<file path="config.mk">
export PLATFORM = sky130hd
export DESIGN_NAME = serial_comparator
export DESIGN_NICKNAME = d
export VERILOG_FILES = /design/src/rtl/comparator_pkg.sv /design/src/rtl/serial_comparator_bit_diff.sv /design/src/rtl/serial_comparator.sv
export SDC_FILE = /design/constraint.sdc
export NUM_CORES = 1
export LEC_CHECK = 0
export CORE_MARGIN = 8
export CORE_UTILIZATION = 24
export DETAILED_ROUTE_END_ITERATION = 10
export PLACE_DENSITY = 0.49
export SLEW_MARGIN = 20
export SYNTH_ARGS = -nofsm -noshare
export SYNTH_HDL_FRONTEND = slang
export SYNTH_SLANG_ARGS = --single-unit
</file>
<file path="constraint.sdc">
create_clock -name clk -period 2.08 [get_ports clk]
set_clock_uncertainty 0.15 [all_clocks]
set_input_delay 0.208 -clock clk [delete_from_list [all_inputs] [get_ports clk]]
set_output_delay 0.208 -clock clk [all_outputs]
set_load 0.03 [all_outputs]
</file>
<file path="src/rtl/comparator_pkg.sv">
// Shared definitions for the bit-serial comparator: relation select codes,
// FSM state encoding and the relation evaluation helper.
package comparator_pkg;

    localparam logic [1:0] MODE_EQ = 2'b00;
    localparam logic [1:0] MODE_NE = 2'b01;
    localparam logic [1:0] MODE_LT = 2'b10;
    localparam logic [1:0] MODE_GT = 2'b11;

    typedef enum logic [1:0] {
        S_IDLE = 2'b00,
        S_SCAN = 2'b01,
        S_DONE = 2'b10
    } state_t;

    // lt is implied by found & !gt, since gt records a at the first differing bit
    function automatic logic rel_result(input logic [1:0] mode,
                                        input logic       found,
                                        input logic       gt);
        logic r;
        r = 1'b0;
        case (mode)
            MODE_EQ: r = ~found;
            MODE_NE: r = found;
            MODE_LT: r = found & ~gt;
            MODE_GT: r = found & gt;
            default: r = 1'b0;
        endcase
        return r;
    endfunction

endpackage

</file>
<file path="src/rtl/serial_comparator_bit_diff.sv">
// Single-bit difference cell used by the serial comparator scan stage.
module bit_diff (
    input  logic a,
    input  logic b,
    output logic s
);

    assign s = a ^ b;

endmodule

</file>
<file path="src/rtl/serial_comparator.sv">
// Bit-serial MSB-first comparator with start/busy/done handshake, selectable
// EQ/NE/LT/GT relation and a per-bit difference mask of the scanned bits.
module serial_comparator
    import comparator_pkg::*;
#(
    parameter int unsigned WIDTH      = 5,
    parameter bit          EARLY_EXIT = 1'b1
) (
    input  logic             clk,
    input  logic             reset,
    input  logic             start,
    input  logic [1:0]       mode,
    input  logic [WIDTH-1:0] a,
    input  logic [WIDTH-1:0] b,
    output logic             busy,
    output logic             done,
    output logic             result,
    output logic [WIDTH-1:0] diff
);

    localparam int unsigned IDX_W = (WIDTH > 1) ? $clog2(WIDTH) : 1;

    state_t             state;
    state_t             state_n;
    logic [WIDTH-1:0]   a_l;
    logic [WIDTH-1:0]   b_l;
    logic [1:0]         mode_l;
    logic [IDX_W-1:0]   idx;
    logic               found;
    logic               gt;

    logic               bit_a;
    logic               bit_b;
    logic               bit_s;
    logic               first_hit;
    logic               found_n;
    logic               gt_n;
    logic               scan_last;

    assign bit_a = a_l[idx];
    assign bit_b = b_l[idx];

    bit_diff u_bit_diff (
        .a (bit_a),
        .b (bit_b),
        .s (bit_s)
    );

    // Relation flags as they will stand after the current scan edge
    always_comb begin
        first_hit = bit_s & ~found;
        found_n   = found | bit_s;
        gt_n      = first_hit ? bit_a : gt;
        scan_last = (idx == '0) || (EARLY_EXIT && first_hit);
    end

    always_ff @(posedge clk) begin
        if (reset) begin
            state <= S_IDLE;
        end else begin
            state <= state_n;
        end
    end

    always_comb begin
        state_n = state;
        case (state)
            S_IDLE:  if (start) state_n = S_SCAN;
            S_SCAN:  if (scan_last) state_n = S_DONE;
            S_DONE:  state_n = S_IDLE;
            default: state_n = S_IDLE;
        endcase
    end

    // Datapath and registered handshake outputs follow the next state
    always_ff @(posedge clk) begin
        if (reset) begin
            a_l    <= '0;
            b_l    <= '0;
            mode_l <= '0;
            idx    <= '0;
            found  <= 1'b0;
            gt     <= 1'b0;
            busy   <= 1'b0;
            done   <= 1'b0;
            result <= 1'b0;
            diff   <= '0;
        end else begin
            busy <= (state_n == S_SCAN);
            done <= (state_n == S_DONE);
            case (state)
                S_IDLE: begin
                    if (start) begin
                        a_l    <= a;
                        b_l    <= b;
                        mode_l <= mode;
                        idx    <= IDX_W'(WIDTH - 1);
                        found  <= 1'b0;
                        gt     <= 1'b0;
                        result <= 1'b0;
                        diff   <= '0;
                    end
                end
                S_SCAN: begin
                    diff[idx] <= bit_s;
                    found     <= found_n;
                    gt        <= gt_n;
                    if (scan_last) begin
                        result <= rel_result(mode_l, found_n, gt_n);
                    end else begin
                        idx <= idx - IDX_W'(1);
                    end
                end
                default: ;
            endcase
        end
    end

endmodule

</file>
==> impl_metrics.ini, run 1 <==
[outcome]
run_status = complete, no violations

[timing]
worst_slew_pin_slew_ns = 0.512
setup_viol = 0
finalWorstSetupSlack_ns = 0.0462
relSlewSlack = 0.658
hold_ws_ns = 0.309
max_freq_ghz = 0.492
period_minus_slack_ns = 2.03
hold_viol = 0
period_share = 0.978
rsz0062_at_grt = yes
slew_violations = 0

[finish]
n_antenna_cell = 0
final_cell_count_no_fill = 260
area_growth_pct = 34.1
nets = 208
drive_above_1_share = 0.153

[synthesis]
synth-async-reset-ratio = 0
netlist_area_um2 = 1280
synth_nets = 174
synth_top_area_cell = dfxtp_1
synth.area.top_cells = dfxtp_1 42%, nand2_1 8.8%, a21oi_1 7.4%
synth_seq_area_share = 0.422
synth_commonest_cells = 30 x nand2_1, 27 x dfxtp_1, 20 x nor2_1, 19 x a21oi_1, 8 x a31oi_1
ys_seq_elements = 27
yosys_warnings = 0
synth_top_area_frac = 0.422
ys.flop_type = dfxtp_1
syn_inst = 157
yosysUniqueCellTypes = 35
yosysMostFrequentCell = nand2_1
avgSynthCellArea_um2 = 8.16
synth_edf_count = 0

[min_path]
hp-start = b_l[4]$_SDFFE_PP0P_
min_path_type = register to register

[clock_tree]
clk_pin_slew_ns = 0.09
tritoncts = yes
clock_sinks = 27
htreeDepth = 1
insertion_delay_ns = 0.27
clockBufferDepth = 2
cts_buffers = 3
clock-root-buffer = clkbuf_8

[pwr]
power_density_nw_per_um2 = 685
peakVddDrop_mv = 0.464
power.leakage_nw = 0.635

[critical_path]
crit_path_start_kind = register
arrival_ns = 2.03
critPathMaxStageDelay_ns = 0.38
worstPathCellList = buf_6, and4bb_1, a31oi_1, and3_1, buf_6, xor2_4, o211ai_2, xnor2_1, a21oi_1
cp_common_cell = buf_6
cp_slowest_cell = dfxtp_4
critPathCapture = idx[2]$_SDFFE_PP0P_
critPathLaunch = idx[2]$_SDFFE_PP0P_
endpoint_kind = register
critPathMaxFanout = 7
r2r_end = idx[2]$_SDFFE_PP0P_
crit_type = register to register
r2r_cells = 9
crit_required_ns = 2.08
r2r-start = idx[2]$_SDFFE_PP0P_
r2r_slack_ns = 0.05

[global_route]
grt_pass1_wl_um = 5380
antenna_found_initial = 0
grt_max_degree = 28
gr-total-overflow = 0
grt_use_total = 0.0867
grt_pass1_vias = 1170

[die]
io_pins = 23
floorplan.initialDensity = 0.249
core-area_um2 = 5140
rows = 26
die_h_um = 89.1
die_area_um2 = 7930
die_x_um = 89.1

[drt]
routedWlPerCell_um = 11.6
drc = 0
drt_iter0_markers = 52
vias_per_cell = 4.33
antenna_left = 0
dr.pass1.iters = 4
via_count = 1125
wl_um = 3030

[placed_design]
io_buffers = 22
dpl.hpwl_um = 2240
finalWeightedCongestion = 0.786
dp.cells = 254
dp_slack_ns = -0.0471

[job]
drv_cap = 0
## cell type report
type	count	area, um^2
inverter	5	18.8
clock buffer	4	45.0
multi-input combinational	115	664
fill	583	3420
timing repair buffer	39	355
sequential	27	547
tap	70	87.6
## worst max-delay path: cells and delay by family (launching register included)
family | cells | cell delay, ns
AND/OR/NAND/NOR | 2 | 0.36
XOR/XNOR | 2 | 0.44
AO/OA/AOI/OAI | 3 | 0.32
buffers and inverters | 2 | 0.25
flip-flops | 1 | 0.38
## per-stage QoR
| step | area, um^2 | TNS (ns) | total power, W | util |
|---|---|---|---|---|
| 5_1_grt | 1720 | -0.676 | 0.00126 | 0.334 |
| 2_1_floorplan | 1280 | 0 | 0.000777 | - |
| 3_5_place_dp | 1640 | -0.0894 | 0.000883 | 0.319 |
| 6_report | 1720 | 0 | 0.00118 | 0.334 |
| 4_1_cts | 1690 | 0 | 0.00119 | 0.329 |
| 3_3_place_gp | 1640 | -0.00432 | 0.000881 | 0.319 |
## logic make-up (layout without fill, tap and decap cells)
| logic type | Yosys count | count (layout) | synth area share |
|---|---|---|---|
| simple gates | 67 | 67 | 0.229 |
| compound gates | 39 | 39 | 0.195 |
| flops | 27 | 27 | 0.422 |
| buf+inv | 15 | 48 | 0.0625 |
| mux | 4 | 4 | 0.0313 |
| xor+xnor | 3 | 3 | 0.0410 |
| fa+ha+maj | 2 | 2 | 0.0195 |
## cells in the final DEF, fill, tap and decap left out
cell type / n
a21boi_0: 1
a21o_1: 1
a21oi_1: 19
a22o_1: 1
a22oi_1: 1
a311o_2: 1
a31oi_1: 8
and2_1: 1
and3_1: 1
and4bb_1: 1
buf_4: 15
buf_6: 2
clkbuf_1: 1
clkbuf_8: 3
clkdlybuf4s50_1: 22
dfxtp_1: 24
dfxtp_2: 2
dfxtp_4: 1
ha_1: 2
inv_1: 5
mux2i_1: 4
nand2_1: 30
nand2b_1: 1
nand3_1: 4
nand4_1: 2
nor2_1: 20
nor2b_1: 2
nor2b_2: 1
nor3_1: 2
o211ai_1: 1
o211ai_2: 1
o21ai_0: 1
o21ai_1: 1
o21ai_4: 1
o221ai_1: 1
o311ai_1: 1
or2_1: 2
xnor2_1: 1
xnor2_2: 1
xor2_4: 1
## worst min path at each step
| stage | end | slack, ns | cells past startpoint |
|---|---|---|---|
| floorplan | a_l[0]$_SDFFE_PP0P_ | 0.19 | 2 |
| global placement | b_l[4]$_SDFFE_PP0P_ | 0.30 | 2 |
| detailed placement | a_l[0]$_SDFFE_PP0P_ | 0.30 | 2 |
| CTS | a_l[0]$_SDFFE_PP0P_ | 0.31 | 2 |
| global route | a_l[3]$_SDFFE_PP0P_ | 0.32 | 3 |
| finish | b_l[4]$_SDFFE_PP0P_ | 0.31 | 2 |
## per-layer routing
metal	global-route usage	share of wire	up-vias	wire length, um
li1	-	-	601	-
met1	0.107	0.49	507	1480
met4	0.0181	0.0053	0	16
met3	0.0285	0.037	2	112
met5	0	0	-	0
met2	0.143	0.47	15	1420
## sequential cells by signal, summed over array words and instances (netlist names)
name / cells
mode_l: 2
found: 1
a_l: 5
gt: 1
state: 2
done: 1
result: 1
busy: 1
diff: 5
b_l: 5
idx: 3
## power by group
| group | switching [W] | internal, W |
|---|---|---|
| clock network | 0.000162 | 0.000137 |
| logic | 0.000154 | 0.000145 |
| registers | 0.0000273 | 0.000551 |
| total | 0.000343 | 0.000833 |
## timing repair
action / in CTS / in global routing
setup buffers: 0 / 2
hold buffers: 0 / 0
setup endpoints to repair: 4 / 10
endpoints found under the hold margin: 0 / 0
resized for setup: 3 / 5
pin swaps: 0 / 7
Power figures use the tool's default switching activity.
==> run 2, diff against run 1 <==
DONT_BUFFER_PORTS = 1   (was not set)
PLACE_DENSITY = 0.43   (was 0.49)
==> impl_metrics.ini, run 2 (synthesis gave the netlist of run 1 again) <==
[clock_tree]
cts_buffers = 3
clock_sinks = 27
tritoncts = yes
clock-root-buffer = clkbuf_8
clockBufferDepth = 2
insertion_delay_ns = 0.27
clk_pin_slew_ns = 0.09
htreeDepth = 1
ctsHoldBuffers = 12

[finish]
layout_commonest_cell = nand2_1
utilization = 0.316
seqCellArea_um2 = 548
n_fill_cell = 596
final_cell_mix = 30 x nand2_1, 25 x dfxtp_1, 18 x nor2_1, 18 x a21oi_1, 13 x buf_4
nets = 195
drive_above_1_share = 0.181
n_antenna_cell = 0
area_growth_pct = 26.8
multiInputGateArea_um2 = 686
final_cell_count_no_fill = 247
largestRegisters = a_l (5), b_l (5), diff (5)

[timing]
finalWorstSetupSlack_ns = 0.0140
period_share = 0.993
slew_violations = 0
relSlewSlack = 0.747
max_freq_ghz = 0.484
rsz0062_at_grt = yes
hold_ws_ns = -0.155
hold_viol = 15
setup_viol = 0
worst_slew_pin_slew_ns = 0.379
period_minus_slack_ns = 2.07

[drt]
wl_um = 3320
routedWlPerCell_um = 13.4
drt_iter0_markers = 37
via_count = 1128
dr.pass1.iters = 4
vias_per_cell = 4.57
drc = 0
antenna_left = 0

[outcome]
run_status = finished, violations left
violations = hold timing

[critical_path]
crit_path_start_kind = register
crit_type = register to register
critPathMaxFanout = 5
r2r-start = idx[2]$_SDFFE_PP0P_
r2r_cells = 8
crit_required_ns = 2.08
endpoint_kind = register
arrival_ns = 2.07
critPathLaunch = idx[2]$_SDFFE_PP0P_

[die]
rows = 26
die_h_um = 89.1
core-area_um2 = 5140
die_x_um = 89.1
die_area_um2 = 7930
floorplan.initialDensity = 0.249
io_pins = 23

[min_path]
min_path_type = input port to register
hp-start = reset
whs_path_depth = 1

[placed_design]
dpl.hpwl_um = 2380
finalWeightedCongestion = 0.771
dp.cells = 227
io_buffers = 0
dp_slack_ns = -0.0921

[pwr]
internal_power_w = 0.000828
power_density_nw_per_um2 = 722
p_seq_frac = 0.503
switching_share = 0.294
power_w = 0.00117
peakVddDrop_mv = 0.357
share_comb_of_total_power = 0.247
power.leakage_nw = 0.623
switching_power_w = 0.000344
clock_power_share = 0.250

[global_route]
grt_pass1_wl_um = 5490
antenna_found_initial = 0
gr-total-overflow = 0
grt_use_total = 0.0892
grt_pass1_vias = 1191
grt_max_degree = 28

[job]
drv_cap = 0
[run 2: timing repair]
item                       CTS  global route
buffers inserted             1             3
gates resized for setup      3            10
hold endpoints to repair    27            15
setup endpoints to repair    7            20
pin swaps                    1             4
[run 2: power groups by stage]
stage          Clock, W  Sequential [W]  Combinational, W
2_1_floorplan         0        0.000592          0.000186
6_report       0.000293        0.000589          0.000290
4_1_cts        0.000313        0.000593          0.000267
3_5_place_dp          0        0.000606          0.000220
3_3_place_gp          0        0.000603          0.000216
5_1_grt        0.000339        0.000595          0.000321
[run 2: layout make-up]
cell class,instances,area share
clock inverter,1,0.00308
clock buffer,3,0.0254
sequential,27,0.337
timing repair buffer,26,0.146
inverter,5,0.0116
tap,70,0.0539
multi-input combinational,115,0.422
[run 2: through the flow]
stage               area (um^2)  TNS, ns
floorplan                  1280        0
global placement           1380  -0.0555
detailed placement         1380   -0.301
CTS                        1570        0
global route               1620   -0.411
finish                     1620        0
[run 2: per-layer routing]
metal  up-vias  GRT usage  part of all wire
met5         -          0                 0
met4         0     0.0151            0.0033
met3         2     0.0395             0.078
met2        22      0.162              0.48
met1       532     0.0936              0.43
li1        572          -                 -
[run 2: worst paths after layout]
kind         slack (ns)              endpoint
max                0.01   idx[2]$_SDFFE_PP0P_
min               -0.15  diff[4]$_SDFFE_PP0P_
max reg2reg        0.01   idx[2]$_SDFFE_PP0P_
min reg2reg        0.38       gt$_SDFFE_PP0P_
[run 2: worst max-delay path, cell delays in order (launching register included)]
cell and delay [ns]:
dfxtp_4 0.35, buf_4 0.14, and4bb_1 0.20, a31oi_1 0.13, and3_4 0.28, xor2_4 0.27
o211ai_2 0.11, xnor2_1 0.22, a21oi_1 0.09
